<file path="src/rtl/signed_rshift_mul_ctrl_if.sv">
// Operand/product handshake bundle for signed_rshift_mul_ctrl.
// master: the side that supplies operands and takes products.
// slave: the sequencer.
interface signed_rshift_mul_ctrl_if #(
    parameter int unsigned k = 3
) ();
    logic           in_valid;
    logic           in_ready;
    logic [k-1:0]   a_in;
    logic [k-1:0]   b_in;
    logic [2*k-1:0] prod;
    logic           out_valid;
    logic           out_ready;

    modport master (
        output in_valid, a_in, b_in, out_ready,
        input  in_ready, prod, out_valid
    );

    modport slave (
        input  in_valid, a_in, b_in, out_ready,
        output in_ready, prod, out_valid
    );
endinterface

</file>
<file path="src/rtl/signed_rshift_mul_ctrl.sv">
// Sequencer for a k-bit right-shift signed multiplier datapath.
// Accepts an operand pair, runs k add/shift iterations (the last one
// subtracts), captures the product in the single cycle it is valid and
// holds it until the consumer takes it.
module signed_rshift_mul_ctrl #(
    parameter int unsigned k = 3
) (
    input  logic                    clk,
    input  logic                    rst_n,
    signed_rshift_mul_ctrl_if.slave bus,
    output logic [k-1:0]            m_cand,
    output logic [k-1:0]            m_ier,
    output logic                    start,
    output logic                    sel,
    output logic                    done,
    input  logic [2*k:0]            mul_result,
    output logic                    busy
);

    localparam int unsigned CntW = $clog2(k) + 1;
    localparam logic [CntW-1:0] LastIter = CntW'(k - 1);

    typedef enum logic [2:0] {
        StIdle,
        StLoad,
        StRun,
        StCapt,
        StHold
    } state_e;

    state_e          state_q, state_d;
    logic [CntW-1:0] cnt_q, cnt_d;
    logic [k-1:0]    m_cand_q, m_cand_d;
    logic [k-1:0]    m_ier_q, m_ier_d;
    logic [2*k-1:0]  prod_q, prod_d;

    // Bit 2k is a redundant copy of the product sign.
    logic unused_sign;
    assign unused_sign = mul_result[2*k];

    // State, counter, operand and product registers.
    always_ff @(posedge clk or negedge rst_n) begin
        if (!rst_n) begin
            state_q  <= StIdle;
            cnt_q    <= '0;
            m_cand_q <= '0;
            m_ier_q  <= '0;
            prod_q   <= '0;
        end else begin
            state_q  <= state_d;
            cnt_q    <= cnt_d;
            m_cand_q <= m_cand_d;
            m_ier_q  <= m_ier_d;
            prod_q   <= prod_d;
        end
    end

    // Next-state and strobe decode; strobes depend on state and cnt only.
    always_comb begin
        state_d       = state_q;
        cnt_d         = cnt_q;
        m_cand_d      = m_cand_q;
        m_ier_d       = m_ier_q;
        prod_d        = prod_q;
        start         = 1'b0;
        sel           = 1'b0;
        done          = 1'b0;
        busy          = 1'b1;
        bus.in_ready  = 1'b0;
        bus.out_valid = 1'b0;

        unique case (state_q)
            StIdle: begin
                busy         = 1'b0;
                bus.in_ready = rst_n;
                if (bus.in_valid) begin
                    m_cand_d = bus.a_in;
                    m_ier_d  = bus.b_in;
                    state_d  = StLoad;
                end
            end
            StLoad: begin
                start   = 1'b1;
                cnt_d   = '0;
                state_d = StRun;
            end
            StRun: begin
                // Final iteration weights the multiplier sign bit negatively.
                sel   = (cnt_q == LastIter);
                cnt_d = cnt_q + 1'b1;
                if (cnt_q == LastIter) begin
                    state_d = StCapt;
                end
            end
            StCapt: begin
                // The datapath result is only valid during this one cycle.
                done    = 1'b1;
                prod_d  = mul_result[2*k-1:0];
                state_d = StHold;
            end
            StHold: begin
                bus.out_valid = 1'b1;
                if (bus.out_ready) begin
                    state_d = StIdle;
                end
            end
            default: begin
                state_d = StIdle;
            end
        endcase
    end

    assign bus.prod = prod_q;
    assign m_cand   = m_cand_q;
    assign m_ier    = m_ier_q;

endmodule

</file>
<file path="src/flat_wrapper.sv">
// flat-port wrapper written by rule: the top's interface ports become plain ports
module signed_rshift_mul_ctrl_flat 
#(
    parameter int unsigned k = 3
)
  (clk, rst_n, m_cand, m_ier, start, sel, done, mul_result, busy, bus_in_valid, bus_a_in, bus_b_in, bus_out_ready, bus_in_ready, bus_prod, bus_out_valid);
  signed_rshift_mul_ctrl_if #(.k(k)) bus_i ();
  input  logic clk;
  input  logic rst_n;
  output logic [k-1:0] m_cand;
  output logic [k-1:0] m_ier;
  output logic start;
  output logic sel;
  output logic done;
  input  logic [2*k:0] mul_result;
  output logic busy;
  input wire logic [$bits(bus_i.in_valid)-1:0] bus_in_valid;
  input wire logic [$bits(bus_i.a_in)-1:0] bus_a_in;
  input wire logic [$bits(bus_i.b_in)-1:0] bus_b_in;
  input wire logic [$bits(bus_i.out_ready)-1:0] bus_out_ready;
  output wire logic [$bits(bus_i.in_ready)-1:0] bus_in_ready;
  output wire logic [$bits(bus_i.prod)-1:0] bus_prod;
  output wire logic [$bits(bus_i.out_valid)-1:0] bus_out_valid;
  assign bus_i.in_valid = bus_in_valid;
  assign bus_i.a_in = bus_a_in;
  assign bus_i.b_in = bus_b_in;
  assign bus_i.out_ready = bus_out_ready;
  assign bus_in_ready = bus_i.in_ready;
  assign bus_prod = bus_i.prod;
  assign bus_out_valid = bus_i.out_valid;
  signed_rshift_mul_ctrl #(.k(k)) u_core (.clk(clk), .rst_n(rst_n), .bus(bus_i), .m_cand(m_cand), .m_ier(m_ier), .start(start), .sel(sel), .done(done), .mul_result(mul_result), .busy(busy));
endmodule
</file>
<file path="config.mk">
export PLATFORM = sky130hd
export DESIGN_NAME = signed_rshift_mul_ctrl_flat
export DESIGN_NICKNAME = d
export VERILOG_FILES = /design/src/rtl/signed_rshift_mul_ctrl_if.sv /design/src/rtl/signed_rshift_mul_ctrl.sv /design/src/flat_wrapper.sv
export SDC_FILE = /design/constraint.sdc
export NUM_CORES = 1
export LEC_CHECK = 0
export BUFFER_PORTS_ARGS = -buffer_cell sky130_fd_sc_hd__buf_4
export CAP_MARGIN = 20
export CORE_MARGIN = 2
export CORE_UTILIZATION = 30
export DETAILED_ROUTE_END_ITERATION = 16
export SLEW_MARGIN = 0
export SYNTH_ARGS = -nofsm -noshare
export SYNTH_HDL_FRONTEND = slang
export SYNTH_SLANG_ARGS = --single-unit
</file>
<file path="constraint.sdc">
create_clock -name clk -period 1.5 [get_ports clk]
set_clock_uncertainty 0.05 [all_clocks]
set_input_delay 0.225 -clock clk [delete_from_list [all_inputs] [get_ports clk]]
set_output_delay 0.225 -clock clk [all_outputs]
set_load 0.05 [all_outputs]
</file>
# == Word-level counts from Yosys, hierarchy flattened ==
# Cells that the tools add are included.
# op_classes
n_eq_ne,8
n_mux,11
addsub,1
n_reduce_logical,4
# ops
cell,count
3-bit one-hot mux with 5 select lines,1
"3-bit by 2-bit equality test with 1-bit output, second input constant",3
3-bit two-way mux,3
1-bit two-way mux,6
3-bit one-hot mux with 2 select lines,1
"2-bit inequality test, second input constant",2
"3-bit by 1-bit adder with 3-bit output, second input constant",1
"3-bit by 1-bit equality test with 1-bit output, second input constant",1
"3-bit equality test, second input constant",1
3-bit zero test,1
3-bit AND reduction,1
"2-bit by 1-bit inequality test with 1-bit output, second input constant",1
2-bit AND reduction,1
2-bit nonzero test,1
# word_totals
input_bits,17
elab_cells,29
output_inout_bits,18
reg_bits,18

# == Depth between registers and ports, before layout ==
# depth
depth_word,3
ltp_mapped,5
depth_no_buf,5

# == Worst setup path after synthesis ==
# OpenSTA, ideal clock, no wires.
# synth_timing
path_type,reg2out
startpoint,register u_core.state_q[0]
endpoint,output start
stages_incl_launch_ff,3
n_path_buf,1
path_slack_ps,-565
t_required_ps,1225
arrival_time_ps,1790
path_cell_list,dfrtp_1 -> buf_2 -> nor3b_1
# synth_between
elab_chain_len,2
# synth_lines
element,line,text
start: declaration,signed_rshift_mul_ctrl.sv:31,"state_e state_q, state_d;"
start signal: assignment,signed_rshift_mul_ctrl.sv:44,state_q <= StIdle;
start signal: assignment,signed_rshift_mul_ctrl.sv:50,state_q <= state_d;
3-bit by 1-bit equality test with 1-bit output,signed_rshift_mul_ctrl.sv:72,unique case (state_q)
1-bit two-way mux,signed_rshift_mul_ctrl.sv:72,
end: declaration,flat_wrapper.sv:12,output logic start;
# No other way between the ends.

# == Worst setup path after layout ==
# layout_timing
startpoint,register u_core.state_q[1]
endpoint,output sel
# layout_between
elab_chain_len,2
# layout_lines
element,line,text
3-bit by 2-bit equality test with 1-bit output,signed_rshift_mul_ctrl.sv:72,
1-bit two-way mux,signed_rshift_mul_ctrl.sv:72,
end: declaration,flat_wrapper.sv:13,output logic sel;
# No other way between the ends.

==> results_dict.tcl <==
set metrics [dict create \
    hold_ws_ns 0.0628 \
    r2r_start "u_core.state_q[2]" \
    route.detailed.drc 0 \
    num_antenna_cells 0 \
    ys_types 23 \
    drt-initial-drc-count 5 \
    cts_sinks 18 \
    overflow 0 \
    synth_area_leaders "dfrtp_1 53%, mux2_2 16%, buf_6 3.9%" \
    cp_slowest_cell "dfrtp_2" \
    grt_max_degree 19 \
    crit_path_cell_trace "nor2b_4 > and4b_1 > buf_6" \
    slew_headroom_pct 84.4 \
    syn_inst 70 \
    die_w_um 57.4 \
    finalSetupTns_ns -0.301 \
    arrival_ns 1.33 \
    clkTransAtPathRegs_ns 0.10 \
    htree_levels 1 \
    io_pins 35 \
    clk_latency_ns 0.28 \
    cp_top_family "simple AND/OR/NAND/NOR gates" \
    synth_top_area_cell "dfrtp_1" \
    grt_pass1_vias 648 \
    r2r_cells 4 \
    crit_cells 3 \
    synth_seq_cells 18 \
    vias 648 \
    fin_cells 146 \
    syn_to_final_growth_pct 52.9 \
    grt_antenna_before_repair 0 \
    syn-num-nets 89 \
    fmax_mhz 623 \
    placed_area_um2 1140 \
    yosysSeqAreaShare_pct 52.6 \
    routed_wl_um 1830 \
    fillers 253 \
    grt_first_pass_wirelength_um 2860 \
    die-area_um2 3300 \
    drv_slew 0 \
    worst_pin_slew_ns 0.234 \
    synth_area_um2 856 \
    initial_utilization_pct 31.3 \
    drt-vias-per-instance 4.44 \
    cts.path.max_buffers 2 \
    setup_violations 4 \
    drt_first_pass_iters 3 \
    global_route.usage.total_pct 11.2 \
    fin_ws_ns -0.105 \
    maxCapViolations 0 \
    end_kind "output pin" \
    rows 19 \
    dieHeight_um 57.4 \
    yosys_warnings 0 \
    hold_viol 0 \
    holdCritPathClass "input pin to flop" \
    avgSynthCellArea_um2 12.2 \
    fin_area_um2 1310 \
    dp_hpwl_um 1350 \
    path_class "flop to output pin" \
    violations "setup timing" \
    layout-drive-gt1-share_pct 60.0 \
    post-route-period-util_pct 107 \
    worst_r2r_endpoint "u_core.m_ier[1]" \
    dp_cells 134 \
    coreArea_um2 2730 \
    crit_end "sel" \
    layout.nets 135 \
    multi_input_area_um2 390 \
    ant_nets 0 \
    post_drt_wl_per_cell_um 12.5 \
    numPortBuffers 33 \
    cts_buffers 3 \
    startpoint "u_core.state_q[1]" \
    fin_crit_ns 1.61 \
    run_status "finished, violations left" \
    cts_tree "yes" \
    cp_slowest_stage_delay_ns 0.43 \
    seqCellArea_um2 454 \
    clockRootBuffer "clkbuf_4" \
    path_buf_inv 1 \
    rrSetupSlack_ns 0.02 \
    path_max_fanout 5 \
    place_congestion 0.775 \
    worstPathRequired_ns 1.22 \
    synth_top_area_share_pct 52.6 \
    start_kind "flop" \
    rsz0062_at_grt "yes" \
]
synth_stat cells:
master and instances:
and2_1 1, mux2_2 12, xnor2_1 1, a21oi_1 3
nor2b_4 1, a31oi_1 2, and2b_1 2, nor3_4 1
ha_1 2, o22ai_1 1, nor3b_1 1, o21ai_0 5
nand2_1 1, nor3_1 3, nand2_2 1, and4b_1 1
buf_2 1, nor2_1 2, nand2b_1 1, and2_4 1
buf_6 3, dfrtp_1 18, inv_1 6
layer usage:
layer	wire, um	track usage, %
met1	793	14.0
met2	925	18.7
met3	97	4.31
met4	15	1.99
met5	0	0
worst reg2reg max path, cell delays in order, from the launching register on:
cell and delay, ns:
dfrtp_2 0.46, nor3_4 0.22, buf_4 0.13, and2_4 0.20
mux2_4 0.32
area by class of cell:
| cell class | count | area share (%) |
|---|---|---|
| timing repair buffer | 45 | 28.0 |
| sequential | 18 | 34.7 |
| multi-input combinational | 42 | 29.8 |
| tap | 31 | 2.96 |
| inverter | 6 | 1.72 |
| clock buffer | 4 | 2.77 |
cells by family (layout without fill, tap and decap cells):
group	count (synthesis)	count (layout)	share of synthesized area [%]
AOI/OAI and AO/OA	11	11	6.87
xor gates and xnor gates	1	1	1.02
DFF	18	18	52.6
muxes	12	12	15.8
adders and majority gates	2	2	2.92
buffers and inverters	10	55	7.16
and+or+nand+nor	16	16	13.6
state kept, by name, summed over array words and instances, names as in the netlist:
name and flops:
u_core.bus.prod 6, u_core.state_q 3, u_core.m_ier 3, u_core.m_cand 3
u_core.cnt_q 3
cells in the final DEF, fill, tap and decap left out, drive strengths merged:
cell         count
and2b            2
dfrtp           18
and4b            1
o21ai            5
a21oi            3
buf             44
ha               2
xnor2            1
a31oi            2
dlygate4sd3      1
nor3             4
nand2            2
nor2             2
nor3b            1
mux2            12
clkbuf           4
o22ai            1
and2             2
inv              6
nor2b            1
nand2b           1
repair_timing:
action                                  4_1_cts  5_1_grt
gates resized for setup                      11       10
pin swaps                                     2        1
hold buffers                                  1        0
setup buffers                                 4        3
endpoints found under the setup margin        6       12
hold endpoints to repair                     18        0
per-stage QoR:
| step | utilization [%] | worst slack (ns) |
|---|---|---|
| final | 47.9 | -0.105 |
| after global routing | 47.9 | -0.188 |
| after CTS | 45.7 | -0.128 |
| after detailed placement | 41.9 | 0.0526 |
| after global placement | 41.9 | 0.108 |
| after floorplan | - | 0.0471 |
how the worst min path moves through the flow:
stage	startpoint	cells past startpoint	slack, ns	endpoint
3_3_place_gp	rst_n	2	0.16	u_core.cnt_q[2]
5_1_grt	bus_out_ready	2	0.06	u_core.state_q[2]
3_5_place_dp	rst_n	2	0.16	u_core.cnt_q[2]
4_1_cts	bus_out_ready	2	0.05	u_core.state_q[2]
6_report	bus_out_ready	2	0.06	u_core.state_q[2]
2_1_floorplan	rst_n	0	-0.12	u_core.bus.prod[0]
Power is not shown: default switching activity piles up to over one toggle a cycle in this logic, so the estimate is an artifact.
